--- src/rtl/dm_access_pkg.sv ---
// Shared encodings for the data-memory access controller: request sizes,
// controller states and the default memory size.
package dm_access_pkg;

    localparam int unsigned DATA_MEM_SIZE_DEF = 128;

    typedef enum logic [1:0] {
        SZ_BYTE = 2'b00,
        SZ_HALF = 2'b01,
        SZ_WORD = 2'b10,
        SZ_ILL  = 2'b11
    } size_e;

    typedef enum logic [2:0] {
        IDLE,
        RD,
        RDDATA,
        WR,
        DONE
    } state_e;

endpackage

--- src/rtl/dm_access_ctrl_if.sv ---
// CPU-side request/response channel of the data-memory access controller.
interface dm_access_ctrl_if #(
    parameter int unsigned ADDR_W = 32
);
    logic              req;
    logic              req_ready;
    logic              we;
    logic [1:0]        size;
    logic              sign_ext;
    logic [ADDR_W-1:0] addr;
    logic [31:0]       wdata;
    logic [31:0]       rdata;
    logic              done;
    logic              err;

    modport master (
        output req, we, size, sign_ext, addr, wdata,
        input  req_ready, rdata, done, err
    );

    modport slave (
        input  req, we, size, sign_ext, addr, wdata,
        output req_ready, rdata, done, err
    );
endinterface

--- src/rtl/dm_byte_lane.sv ---
// Big-endian lane steering: extracts/extends a load lane from a memory word
// and merges store data into the addressed lane of a read word.
module dm_byte_lane
    import dm_access_pkg::*;
(
    input  logic [31:0] word,
    input  logic [1:0]  offset,
    input  logic [1:0]  size,
    input  logic        sign_ext,
    input  logic [31:0] wdata,
    output logic [31:0] load_data,
    output logic [31:0] store_data
);
    logic [7:0]  lane_b;
    logic [15:0] lane_h;

    always_comb begin
        lane_b     = '0;
        lane_h     = offset[1] ? word[15:0] : word[31:16];
        load_data  = word;
        store_data = word;
        case (offset)
            2'd0:    lane_b = word[31:24];
            2'd1:    lane_b = word[23:16];
            2'd2:    lane_b = word[15:8];
            default: lane_b = word[7:0];
        endcase
        case (size_e'(size))
            SZ_BYTE: begin
                load_data = {{24{sign_ext & lane_b[7]}}, lane_b};
                case (offset)
                    2'd0:    store_data[31:24] = wdata[7:0];
                    2'd1:    store_data[23:16] = wdata[7:0];
                    2'd2:    store_data[15:8]  = wdata[7:0];
                    default: store_data[7:0]   = wdata[7:0];
                endcase
            end
            SZ_HALF: begin
                load_data = {{16{sign_ext & lane_h[15]}}, lane_h};
                if (offset[1]) store_data[15:0]  = wdata[15:0];
                else           store_data[31:16] = wdata[15:0];
            end
            default: begin
                load_data  = word;
                store_data = wdata;
            end
        endcase
    end
endmodule

--- src/rtl/dm_access_ctrl.sv ---
// Load/store initiator for a word-wide big-endian data memory; sub-word
// stores are done as read-modify-write. All outputs are registered.
module dm_access_ctrl
    import dm_access_pkg::*;
#(
    parameter int unsigned DATA_MEM_SIZE = DATA_MEM_SIZE_DEF,
    parameter int unsigned ADDR_W        = 32
) (
    input  logic              clk,
    input  logic              rst_n,
    dm_access_ctrl_if.slave   bus,
    output logic [ADDR_W-1:0] MemAddr,
    output logic [31:0]       MemWriteData,
    output logic              MemWrite,
    output logic              MemRead,
    input  logic [31:0]       MemReadData
);
    localparam logic [ADDR_W-1:0] LAST_ADDR = ADDR_W'(DATA_MEM_SIZE - 1);

    state_e            state, state_n;
    logic [ADDR_W-1:0] addr_q;
    logic              we_q, sign_q;
    logic [1:0]        size_q;
    logic [31:0]       wdata_q;
    logic [31:0]       rdata_q, rdata_n;
    logic              done_q, done_n, err_q, err_n, ready_q, ready_n;
    logic [ADDR_W-1:0] mem_addr_n;
    logic [31:0]       mem_wdata_n;
    logic              mem_rd_n, mem_wr_n;
    logic              accept, req_err;
    logic [31:0]       load_data, store_data;

    assign accept        = bus.req & ready_q;
    assign bus.req_ready = ready_q;
    assign bus.rdata     = rdata_q;
    assign bus.done      = done_q;
    assign bus.err       = err_q;

    always_comb begin
        req_err = 1'b0;
        case (size_e'(bus.size))
            SZ_BYTE: req_err = 1'b0;
            SZ_HALF: req_err = bus.addr[0];
            SZ_WORD: req_err = |bus.addr[1:0];
            default: req_err = 1'b1;
        endcase
        if (bus.addr > LAST_ADDR) req_err = 1'b1;
    end

    dm_byte_lane u_lane (
        .word       (MemReadData),
        .offset     (addr_q[1:0]),
        .size       (size_q),
        .sign_ext   (sign_q),
        .wdata      (wdata_q),
        .load_data  (load_data),
        .store_data (store_data)
    );

    always_ff @(posedge clk) begin
        if (!rst_n) begin
            state        <= IDLE;
            ready_q      <= 1'b1;
            done_q       <= 1'b0;
            err_q        <= 1'b0;
            rdata_q      <= '0;
            MemAddr      <= '0;
            MemWriteData <= '0;
            MemRead      <= 1'b0;
            MemWrite     <= 1'b0;
            addr_q       <= '0;
            we_q         <= 1'b0;
            size_q       <= '0;
            sign_q       <= 1'b0;
            wdata_q      <= '0;
        end else begin
            state        <= state_n;
            ready_q      <= ready_n;
            done_q       <= done_n;
            err_q        <= err_n;
            rdata_q      <= rdata_n;
            MemAddr      <= mem_addr_n;
            MemWriteData <= mem_wdata_n;
            MemRead      <= mem_rd_n;
            MemWrite     <= mem_wr_n;
            if (accept) begin
                addr_q  <= bus.addr;
                we_q    <= bus.we;
                size_q  <= bus.size;
                sign_q  <= bus.sign_ext;
                wdata_q <= bus.wdata;
            end
        end
    end

    always_comb begin
        state_n = state;
        case (state)
            IDLE: begin
                if (accept) begin
                    if (req_err)                                  state_n = DONE;
                    else if (bus.we && size_e'(bus.size) == SZ_WORD) state_n = WR;
                    else                                          state_n = RD;
                end
            end
            RD:      state_n = RDDATA;
            RDDATA:  state_n = we_q ? WR : DONE;
            WR:      state_n = DONE;
            DONE:    state_n = IDLE;
            default: state_n = IDLE;
        endcase
    end

    // Outputs are computed as next values so every port comes straight from a flop.
    always_comb begin
        mem_addr_n  = MemAddr;
        mem_wdata_n = MemWriteData;
        rdata_n     = rdata_q;
        mem_rd_n    = 1'b0;
        mem_wr_n    = 1'b0;
        done_n      = 1'b0;
        err_n       = 1'b0;
        ready_n     = (state_n == IDLE);
        if (accept && !req_err) begin
            mem_addr_n = {bus.addr[ADDR_W-1:2], 2'b00};
            if (bus.we) mem_wdata_n = bus.wdata;
        end
        if (state == RDDATA) begin
            if (we_q) mem_wdata_n = store_data;
            else      rdata_n     = load_data;
        end
        case (state_n)
            RD:   mem_rd_n = 1'b1;
            WR:   mem_wr_n = 1'b1;
            DONE: begin
                done_n = 1'b1;
                err_n  = (state == IDLE) && req_err;
            end
            default: ;
        endcase
    end
endmodule
--- src/flat_wrapper.sv ---
// flat-port wrapper written by rule: the top's interface ports become plain ports
module dm_access_ctrl_flat import dm_access_pkg::*;
#(
    parameter int unsigned DATA_MEM_SIZE = DATA_MEM_SIZE_DEF,
    parameter int unsigned ADDR_W        = 32
)
  (clk, rst_n, MemAddr, MemWriteData, MemWrite, MemRead, MemReadData, bus_req, bus_we, bus_size, bus_sign_ext, bus_addr, bus_wdata, bus_req_ready, bus_rdata, bus_done, bus_err);
  dm_access_ctrl_if #(.ADDR_W(ADDR_W)) bus_i ();
  input  logic clk;
  input  logic rst_n;
  output logic [ADDR_W-1:0] MemAddr;
  output logic [31:0] MemWriteData;
  output logic MemWrite;
  output logic MemRead;
  input  logic [31:0] MemReadData;
  input wire logic [$bits(bus_i.req)-1:0] bus_req;
  input wire logic [$bits(bus_i.we)-1:0] bus_we;
  input wire logic [$bits(bus_i.size)-1:0] bus_size;
  input wire logic [$bits(bus_i.sign_ext)-1:0] bus_sign_ext;
  input wire logic [$bits(bus_i.addr)-1:0] bus_addr;
  input wire logic [$bits(bus_i.wdata)-1:0] bus_wdata;
  output wire logic [$bits(bus_i.req_ready)-1:0] bus_req_ready;
  output wire logic [$bits(bus_i.rdata)-1:0] bus_rdata;
  output wire logic [$bits(bus_i.done)-1:0] bus_done;
  output wire logic [$bits(bus_i.err)-1:0] bus_err;
  assign bus_i.req = bus_req;
  assign bus_i.we = bus_we;
  assign bus_i.size = bus_size;
  assign bus_i.sign_ext = bus_sign_ext;
  assign bus_i.addr = bus_addr;
  assign bus_i.wdata = bus_wdata;
  assign bus_req_ready = bus_i.req_ready;
  assign bus_rdata = bus_i.rdata;
  assign bus_done = bus_i.done;
  assign bus_err = bus_i.err;
  dm_access_ctrl #(.DATA_MEM_SIZE(DATA_MEM_SIZE), .ADDR_W(ADDR_W)) u_core (.clk(clk), .rst_n(rst_n), .bus(bus_i), .MemAddr(MemAddr), .MemWriteData(MemWriteData), .MemWrite(MemWrite), .MemRead(MemRead), .MemReadData(MemReadData));
endmodule
--- config.mk ---
export PLATFORM = sky130hd
export DESIGN_NAME = dm_access_ctrl_flat
export DESIGN_NICKNAME = d
export VERILOG_FILES = /design/src/rtl/dm_access_pkg.sv /design/src/rtl/dm_access_ctrl_if.sv /design/src/rtl/dm_byte_lane.sv /design/src/rtl/dm_access_ctrl.sv /design/src/flat_wrapper.sv
export SDC_FILE = /design/constraint.sdc
export NUM_CORES = 1
export LEC_CHECK = 0
export BUFFER_PORTS_ARGS = -buffer_cell sky130_fd_sc_hd__buf_2
export CAP_MARGIN = 20
export CORE_MARGIN = 10
export CORE_UTILIZATION = 50
export DETAILED_ROUTE_END_ITERATION = 12
export GPL_ROUTABILITY_DRIVEN = 1
export PLACE_DENSITY = 0.8
export SETUP_SLACK_MARGIN = 0.02
export SLEW_MARGIN = 30
export SYNTH_ARGS = -nofsm -noshare
export SYNTH_HDL_FRONTEND = slang
export SYNTH_SLANG_ARGS = --single-unit
--- constraint.sdc ---
create_clock -name clk -period 2.37 [get_ports clk]
set_input_delay 0.1185 -clock clk [delete_from_list [all_inputs] [get_ports clk]]
set_output_delay 0.1185 -clock clk [all_outputs]
set_load 0.01 [all_outputs]
==> metrics <==
Pwr Density 644.4 nW/um2; FFs w/ async S/R, synth 0; dominant cell type by area after synthesis dfxtp_1; vias post-DR 6534; Total GRT Usage 0.2387; largest net degree at the start of global routing 62; Vias/cell 5.523; post-cts resize count 0; CTS tree done; Seq/Total Area, Yosys 0.4403; Reg2Reg Depth 4; number of global-route vias before repair 6389; post-route ant nets 0; ys flop type dfxtp_1; met2 Use GR 0.3796; number of core rows 41; synthesized area 6366 um2; Setup Skew 6.225 ps; Syn Area/Cell about 8.3 um2; global route hottest layer met2; worst-margin pin slew 640.2 ps; Rel. slew slack 0.5732; share of layout cells above drive strength 1 0.2775; # setup viols final 0; clk_lat worst skew 430 ps; Yosys top cell area share 0.4403; hold_ws 15.80 ps; GPL Wtd Cong 0.9987; GRT met3 Usage 0.09349; max-cap violation count 0; CTS Sinks 140; Final period util 0.8274; worst setup path class reg -> reg; status finished, final reports clean; Distinct cells, synth 48; worst-case clock buffer depth 2; largest cells by area after synthesis dfxtp_1, nand2_1, mux2i_1, a21oi_1, a21boi_0; DR pass1 iterations 5; number of synthesized flops with an enable pin 0; Switching Fraction 0.2712; DRT Wirelength 21.77 mm; Psw 1.499 mW; hold endpoint u_core.size_q[0]$_SDFFE_PN0P_; internal power 4.028 mW; grt ovf 0; minimum clock period just under 2000 ps; combinational share of power 0.115; hpwl dp 15.25 mm; port bufs 201; hold path cells 3; Worst Path Arrival 2250 ps; DR iter-0 viols 609; Leakage 3.680 nW; CP endpoint kind flip-flop; startpoint types flip-flop; DRC 0; Seq pwr share 0.444; IR drop worst, VDD 0.5785 mV; Placeable Area between 10000 and 15000 um2; worst min-delay path class in -> reg; wire length per cell 18.40 um; grt met1 use 0.2885; Initial Utilization 0.5065; Die Ht 132.8 um; initial antenna violation count 3; Clock Power Share 0.442; final hold vios 0; CP required 2660 ps; H-tree depth 4; top-count cell post-synth nand2_1; reg2reg end u_core.bus.rdata[15]$_SDFFE_PN0P_; CTS Buf Count 17; Mapped Cells 763; Area Growth Syn to Fin 34.73%; Final nets 1099; fin. max-slew vios 0; top post-synthesis cells by count nand2_1, dfxtp_1, a21oi_1; clk root buf clkbuf_16; R2R Setup Slk 410 ps; FF-to-FF Start u_core.size_q[1]$_SDFFE_PN0P_; RSZ-0062 raised after global routing no; CP max FO 20; total negative slack 0 ps; highest clock rate 509.9 MHz; Ports roughly 200; Synth Register Bits 140; clk slew on worst S/H paths 60 ps; min-delay src bus_size[0]; die area 17650 um2; die width approximately 130 um; Yosys warnings 0; first-pass GRT wire length 34.19 mm
[metrics by stage]
| stage | total power, mW | area (um2) | instances | util | setup WS [ps] |
|---|---|---|---|---|---|
| floorplan | 2.810 | 6370 | 764 | - | 557.4 |
| finish | 5.527 | 8577 | 1183 | 0.6824 | 409.0 |
| global placement | 3.048 | 7525 | 1099 | 0.5987 | 462.1 |
| CTS | 5.530 | 8568 | 1181 | 0.6817 | 365.0 |
| detailed placement | 3.054 | 7525 | 1099 | 0.5987 | 419.7 |
| global route | 5.723 | 8574 | 1182 | 0.6822 | 238.6 |
[worst max path at each step]
stage	endpoint	start	slack, ps	cells after the start
2_1_floorplan	u_core.MemWriteData[5]$_SDFF_PN0_	u_core.addr_q[0]$_SDFFE_PN0P_	560	7
6_report	u_core.bus.rdata[15]$_SDFFE_PN0P_	u_core.size_q[1]$_SDFFE_PN0P_	410	4
3_5_place_dp	u_core.MemWriteData[22]$_SDFF_PN0_	u_core.addr_q[1]$_SDFFE_PN0P_	420	5
3_3_place_gp	u_core.MemWriteData[23]$_SDFF_PN0_	u_core.addr_q[1]$_SDFFE_PN0P_	460	5
4_1_cts	u_core.MemWriteData[21]$_SDFF_PN0_	u_core.addr_q[1]$_SDFFE_PN0P_	370	5
5_1_grt	u_core.bus.rdata[30]$_SDFFE_PN0P_	u_core.state[0]$_SDFF_PN0_	240	6
[routing by layer]
layer  routed length [um]  part of all wire
met5                    0                 0
met4                  376             0.017
met3                 2426              0.11
met2                10110              0.46
met1                 8861              0.41
[repair_timing]
item                      4_1_cts  5_1_grt
buffers inserted                0        0
hold endpoints to repair       66        0
hold buffers                   50        0
[worst max-delay path, cell delays in order, from the launching register on]
cell,delay [ps]
dfxtp_2,580
clkinv_1,560
or3_1,520
o211ai_1,100
a31oi_1,60
[placed cells by master, fill, tap and decap left out, types with 21 or more instances in the layout]
cell           instances
buf_2                201
nand2_1              147
dfxtp_1              139
a21oi_1               79
o21ai_0               63
dlygate4sd3_1         50
a21boi_0              45
mux2i_1               40
and2_1                26
buf_4                 21
[final cells by class]
| cell class | instances | area [um2] |
|---|---|---|
| clock buffer | 17 | 425.4 |
| sequential | 140 | 2804 |
| antenna | 2 | 5.005 |
| timing repair buffer | 274 | 1704 |
| tap | 172 | 215.2 |
| multi-input combinational | 553 | 3268 |
| fill | 1055 | 3991 |
| inverter | 10 | 37.54 |
| clock inverter | 15 | 117.6 |
[cells by family (layout without fill, tap and decap cells)]
logic type	Yosys count	in the layout	share of synthesized area
muxes	50	50	0.08235
other	1	4	0.0005891
and+or+nand+nor	258	258	0.1942
DFF	140	140	0.4403
buffers and inverters	71	316	0.04756
AOI/OAI and AO/OA	243	243	0.2351
[power groups by stage]
stage	combinational, mW	sequential (mW)	clock, mW
CTS	0.622	2.45	2.46
detailed placement	0.554	2.50	0
global placement	0.549	2.50	0
finish	0.633	2.45	2.44
global route	0.693	2.45	2.58
floorplan	0.337	2.47	0
[registers in the layout (all words and copies together), names as in the netlist]
name                  count
u_core.MemWriteData      32
u_core.bus.rdata         32
u_core.wdata_q           32
u_core.MemAddr           30
u_core.state              3
u_core.addr_q             2
u_core.size_q             2
u_core.MemRead            1
u_core.MemWrite           1
u_core.bus.done           1
u_core.bus.err            1
u_core.bus.req_ready      1
u_core.sign_q             1
u_core.we_q               1
Power figures use the tool's default switching activity.
